===== config.mk =====
export PLATFORM = sky130hd
export DESIGN_NAME = wavegen_cmd_ctrl
export DESIGN_NICKNAME = d
export VERILOG_FILES = /design/src/rtl/wavegen_cmd_ctrl.sv
export SDC_FILE = /design/constraint.sdc
export NUM_CORES = 1
export LEC_CHECK = 0
export ABC_AREA = 0
export CAP_MARGIN = 5
export CORE_MARGIN = 2
export CORE_UTILIZATION = 53
export CTS_BUF_LIST = sky130_fd_sc_hd__clkbuf_8
export DETAILED_ROUTE_END_ITERATION = 8
export PLACE_DENSITY = 0.84
export SYNTH_ARGS = -nofsm -noshare
export SYNTH_HDL_FRONTEND = slang
export SYNTH_SLANG_ARGS = --single-unit

===== constraint.sdc =====
create_clock -name clk -period 2 [get_ports clk]
set_input_delay 0.4 -clock clk [delete_from_list [all_inputs] [get_ports clk]]
set_output_delay 0.4 -clock clk [all_outputs]
set_load 0.005 [all_outputs]

===== src/rtl/wavegen_cmd_ctrl.sv =====
`default_nettype none
// ============================================================================
// Module      : wavegen_cmd_ctrl
// Description : Command sequencer between the SPI byte receiver and the
//               waveform generator. Parses 1- to 3-byte command frames,
//               applies complete frames atomically to the generator
//               configuration, aborts stalled frames and counts errors.
// Revision    : 1.0 - initial release
// ============================================================================
module wavegen_cmd_ctrl #(
    parameter int          TIMEOUT_CYCLES = 5000,
    parameter logic [15:0] DEFAULT_INC    = 16'h0100,
    parameter logic [7:0]  DEFAULT_AMP    = 8'hFF
) (
    input  logic        clk,
    input  logic        rst,
    input  logic [7:0]  cmd_byte,
    input  logic        cmd_valid,
    output logic [1:0]  wave_sel,
    output logic [15:0] phase_inc,
    output logic [7:0]  amplitude,
    output logic        gen_enable,
    output logic        cfg_update,
    output logic        frame_err,
    output logic [7:0]  err_count,
    output logic        busy
);

    // Timer only needs to reach TIMEOUT_CYCLES-1.
    localparam int             TW         = (TIMEOUT_CYCLES > 2) ? $clog2(TIMEOUT_CYCLES) : 1;
    localparam logic [TW-1:0]  TIMER_LAST = TW'(TIMEOUT_CYCLES - 1);

    localparam logic [3:0] OP_NOP  = 4'h0;
    localparam logic [3:0] OP_WAVE = 4'h1;
    localparam logic [3:0] OP_FREQ = 4'h2;
    localparam logic [3:0] OP_AMP  = 4'h3;
    localparam logic [3:0] OP_ENA  = 4'h4;

    typedef enum logic [0:0] {
        S_IDLE    = 1'b0,
        S_PAYLOAD = 1'b1
    } state_t;

    state_t        state_q, state_d;
    logic [1:0]    bytes_left_q, bytes_left_d;
    logic          is_freq_q, is_freq_d;     // 1: SET_FREQ frame, 0: SET_AMP frame
    logic [7:0]    shadow_q, shadow_d;       // holds the frequency MSB until the LSB arrives
    logic [TW-1:0] timer_q, timer_d;
    logic [1:0]    wave_sel_q, wave_sel_d;
    logic [15:0]   phase_inc_q, phase_inc_d;
    logic [7:0]    amplitude_q, amplitude_d;
    logic          gen_enable_q, gen_enable_d;
    logic          cfg_update_q, cfg_update_d;
    logic          frame_err_q, frame_err_d;
    logic [7:0]    err_count_q, err_count_d;
    logic          busy_q, busy_d;
    logic          err_event;

    logic [3:0] op;
    logic [3:0] arg;
    assign op  = cmd_byte[7:4];
    assign arg = cmd_byte[3:0];

    // Next-state decode: opcode parsing, payload collection and timeout abort.
    always_comb begin
        state_d      = state_q;
        bytes_left_d = bytes_left_q;
        is_freq_d    = is_freq_q;
        shadow_d     = shadow_q;
        timer_d      = timer_q;
        wave_sel_d   = wave_sel_q;
        phase_inc_d  = phase_inc_q;
        amplitude_d  = amplitude_q;
        gen_enable_d = gen_enable_q;
        cfg_update_d = 1'b0;
        err_event    = 1'b0;

        case (state_q)
            S_IDLE: begin
                if (cmd_valid) begin
                    case (op)
                        OP_NOP: ;
                        OP_WAVE: begin
                            wave_sel_d   = arg[1:0];
                            cfg_update_d = 1'b1;
                        end
                        OP_FREQ: begin
                            state_d      = S_PAYLOAD;
                            bytes_left_d = 2'd2;
                            is_freq_d    = 1'b1;
                            timer_d      = '0;
                        end
                        OP_AMP: begin
                            state_d      = S_PAYLOAD;
                            bytes_left_d = 2'd1;
                            is_freq_d    = 1'b0;
                            timer_d      = '0;
                        end
                        OP_ENA: begin
                            gen_enable_d = arg[0];
                            cfg_update_d = 1'b1;
                        end
                        default: err_event = 1'b1;
                    endcase
                end
            end
            S_PAYLOAD: begin
                // A byte arriving in the expiry cycle takes priority over the abort.
                if (cmd_valid) begin
                    timer_d = '0;
                    if (bytes_left_q == 2'd2) begin
                        shadow_d     = cmd_byte;
                        bytes_left_d = 2'd1;
                    end else begin
                        if (is_freq_q) begin
                            phase_inc_d = {shadow_q, cmd_byte};
                        end else begin
                            amplitude_d = cmd_byte;
                        end
                        cfg_update_d = 1'b1;
                        bytes_left_d = 2'd0;
                        state_d      = S_IDLE;
                    end
                end else if (timer_q == TIMER_LAST) begin
                    err_event    = 1'b1;
                    timer_d      = '0;
                    bytes_left_d = 2'd0;
                    state_d      = S_IDLE;
                end else begin
                    timer_d = timer_q + 1'b1;
                end
            end
            default: state_d = S_IDLE;
        endcase

        frame_err_d = err_event;
        err_count_d = (err_event && (err_count_q != 8'hFF)) ? err_count_q + 8'd1 : err_count_q;
        busy_d      = (state_d == S_PAYLOAD);
    end

    // State and configuration registers with synchronous reset.
    always_ff @(posedge clk) begin
        if (rst) begin
            state_q      <= S_IDLE;
            bytes_left_q <= 2'd0;
            is_freq_q    <= 1'b0;
            shadow_q     <= 8'h00;
            timer_q      <= '0;
            wave_sel_q   <= 2'd0;
            phase_inc_q  <= DEFAULT_INC;
            amplitude_q  <= DEFAULT_AMP;
            gen_enable_q <= 1'b0;
            cfg_update_q <= 1'b0;
            frame_err_q  <= 1'b0;
            err_count_q  <= 8'h00;
            busy_q       <= 1'b0;
        end else begin
            state_q      <= state_d;
            bytes_left_q <= bytes_left_d;
            is_freq_q    <= is_freq_d;
            shadow_q     <= shadow_d;
            timer_q      <= timer_d;
            wave_sel_q   <= wave_sel_d;
            phase_inc_q  <= phase_inc_d;
            amplitude_q  <= amplitude_d;
            gen_enable_q <= gen_enable_d;
            cfg_update_q <= cfg_update_d;
            frame_err_q  <= frame_err_d;
            err_count_q  <= err_count_d;
            busy_q       <= busy_d;
        end
    end

    assign wave_sel   = wave_sel_q;
    assign phase_inc  = phase_inc_q;
    assign amplitude  = amplitude_q;
    assign gen_enable = gen_enable_q;
    assign cfg_update = cfg_update_q;
    assign frame_err  = frame_err_q;
    assign err_count  = err_count_q;
    assign busy       = busy_q;

endmodule
`default_nettype wire


==> out/results.tsv <==
metric	value	unit
rrSetupSlack	0.11	ns
grt_pass1_vias	2062	
rr_worst_depth	6	
rsz0062_at_grt	false	
final_layout_size_suffix_gt1_share	12.98	%
hold_viol_final	0	
synthesis.nets	304	
maxCapViolCount	0	
cts_buffer_depth	2	
crit_cells	6	
p_switching	552.2	uW
powerDensity	745.2	nW/um^2
yosys-top-cells-area	dfxtp_1 (48%), nor2_1 (6.9%), mux2i_1 (5.8%), a21oi_1 (4.4%), nand2_1 (4.3%)	
yosysUniqueCellTypes	41	
row_count	25	
power.clock.fraction	45.4	%
critPathMaxFanout	5	
ys_seq_area_share	47.88	%
clkSlewWorstSetupHoldPaths	0.07	ns
p_comb_share	6.3	%
cts_tree	yes	
die_y	73.94	um
grt_overflow	0	
timing.final.crit_share	95.96	%
area_growth	34.70	%
drc	0	
endpoint_kind	flop	
io_pins	49	
wirelength	5867	um
post_drt_via_cell_ratio	5.347	
antenna_found_initial	0	
hpwl	3971	um
seqPwrFrac	48.3	%
postCtsSetupBuffers	0	
critPathArrivalTime	2.18	ns
r2r-start	timer_q[0]	
max_stage_delay	0.49	ns
hold_buffers	0	
synth_edf_count	0	
fmax	521.0	MHz
final_net_count	370	
cp_top_family	simple AND/OR/NAND/NOR gates	
gp_congestion	0.8538	
synth_seq_cells	62	
wire_per_inst	13.68	um
required	2.26	ns
start_util	54.89	%
syn_area	2592	sq um
drt_iter0_drc	150	
htree_levels	3	
crit-reg2reg-capture	err_count[7]	
async_reset_ff_share	0	%
setup-tns-final	0	ns
finClkSkew	0.008469	ns
critPathCapture	err_count[7]	
path_cells	clkdlybuf4s50_1 > and4b_1 > nand4_2 > a21oi_4 > or4b_1 > a21oi_1	
post-route-min-period	1.919	ns
die_w	73.94	um
wl_met1	2711	um
die-area	5467	sq um
port_buffers	48	
maxUsedRoutingLayer	met4	
yosysTopAreaCell	dfxtp_1	
swShare	21.22	%
cts_buffers	9	
startpoint_type	primary input	
netlist_instances	291	
maxSlewHeadroom	63.26	%
vias	2294	
met2_length	2787	um
p_int	2050	uW
synth.top_cell.area_share	47.88	%
num_antenna_cells	0	
status	finished clean	
hold_start	shadow_q[1]	
hold_path_class	reg2reg	
slew_viol_final	0	
clock_latency	0.34	ns
cts.sink_count	62	
finalSetupViolCount	0	
cts.repair.resized	0	
grt_pass1_wl	9494	um
synth_ff_type	dfxtp_1	
crit_slowest_cell	clkdlybuf4s50_1	
dr.pass1.iters	4	
drtAntennaViolNets	0	
grt_max_degree	36	
leakage	0.001378	uW
cts_root_buf	clkbuf_8	
met3_length	248	um
worst_pin_slew	0.5485	ns
avgSynthCellArea	8.909	sq um
cp-startpoint	cmd_valid	
coreArea	4723	sq um
grt_usage	22.65	%
crit_buf_inv	1	
yosysWarningCount	0	
vdd_drop_max	442.9	uV
finalPower	2602	uW
critical_path_class	in2reg	
[cells in the mapped netlist (2+ instances only)]
| cell | number |
|---|---|
| a211o_1 | 10 |
| a21bo_2 | 2 |
| a21oi_1 | 23 |
| a31o_2 | 2 |
| a31oi_1 | 3 |
| and2_1 | 3 |
| and3_1 | 3 |
| and4b_1 | 2 |
| buf_2 | 4 |
| clkbuf_1 | 9 |
| dfxtp_1 | 62 |
| ha_1 | 2 |
| inv_1 | 5 |
| mux2_2 | 2 |
| mux2i_1 | 15 |
| nand2_1 | 30 |
| nand2b_1 | 3 |
| nand3_1 | 11 |
| nand4_1 | 6 |
| nor2_1 | 48 |
| nor2b_1 | 14 |
| nor3_1 | 2 |
| o21ai_0 | 3 |
| xnor2_1 | 5 |
| xor2_1 | 6 |
[through the flow]
stage               hold WS, ns  util, %  worst slack [ns]  instance area, sq um  instances
floorplan                0.4334        -            0.1339                  2592        291
global placement         0.4431    69.38           -0.1824                  3277        413
detailed placement       0.4508    69.38           -0.2052                  3277        413
CTS                      0.4601    73.93            0.1145                  3492        429
global route             0.4853    73.93           0.02393                  3492        429
finish                   0.4597    73.93           0.08079                  3492        429
[layer usage]
layer / vias up / global-route usage [%]
met4: 0 / 11.92
met3: 13 / 3.523
met5: - / 0
met1: 1085 / 30.37
met2: 64 / 35.42
li1: 1132 / -
[worst min-delay path by stage]
stage,endpoint,slack (ns),cells past startpoint
3_5_place_dp,shadow_q[1],0.45,2
5_1_grt,shadow_q[1],0.49,2
2_1_floorplan,bytes_left_q[1],0.43,2
4_1_cts,shadow_q[1],0.46,2
6_report,shadow_q[1],0.46,2
3_3_place_gp,shadow_q[0],0.44,2
[cells by family (layout without fill, tap and decap cells)]
group,after synthesis,count (layout),synth area share (%)
compound gates,47,47,12.21
buf+inv,19,90,2.944
flops,62,62,47.88
simple gates,133,133,25.63
mux,17,17,6.660
xor+xnor,11,11,3.716
fa+ha+maj,2,2,0.9651
[power by group through the flow]
stage	Clock (uW)	Sequential [uW]	Combinational (uW)
global placement	0	1280	158
detailed placement	0	1280	162
finish	1180	1260	165
floorplan	0	1280	72.0
CTS	1200	1260	163
global route	1250	1260	177
[worst register-to-register path: stages (launching register included)]
cell,delay [ns]
dfxtp_1,0.39
ha_1,0.22
and4b_1,0.21
nand4_2,0.18
a21oi_4,0.22
or4b_1,0.45
a21oi_1,0.15
[placed cells by master, fill, tap and decap left out, drive strengths merged, types with 2 or more instances in the layout]
cell type / synthesis / final
buf: 5 / 22
xnor2: 5 / 5
a21oi: 24 / 24
and3: 3 / 3
o21ai: 3 / 3
nor3: 2 / 2
nor2: 48 / 48
nand2b: 3 / 3
ha: 2 / 2
nor4: 2 / 2
nand2: 30 / 30
clkinv: 0 / 2
a21bo: 2 / 2
clkdlybuf4s50: 0 / 47
a31o: 2 / 2
nor2b: 14 / 14
and4b: 2 / 2
and2: 3 / 3
a31oi: 3 / 3
clkbuf: 9 / 10
inv: 5 / 7
dfxtp: 62 / 62
xor2: 6 / 6
nand4: 7 / 7
bufinv: 0 / 2
a211o: 10 / 10
mux2i: 15 / 15
nand3: 11 / 11
or2: 2 / 2
mux2: 2 / 2
[final cells by class]
cell class | count | area, sq um
timing repair buffer | 69 | 658.1
inverter | 5 | 18.77
fill | 340 | 1231
clock inverter | 6 | 77.57
multi-input combinational | 210 | 1275
sequential | 62 | 1241
clock buffer | 10 | 137.6
tap | 67 | 83.83
[state kept, by name (all words and copies together), names as in the netlist]
register	cells
bytes_left_q	2
shadow_q	8
err_count	8
gen_enable	1
frame_err	1
busy	1
phase_inc	16
amplitude	8
is_freq_q	1
cfg_update	1
wave_sel	2
timer_q	13
Note: power is estimated with default switching activity, not from simulation.
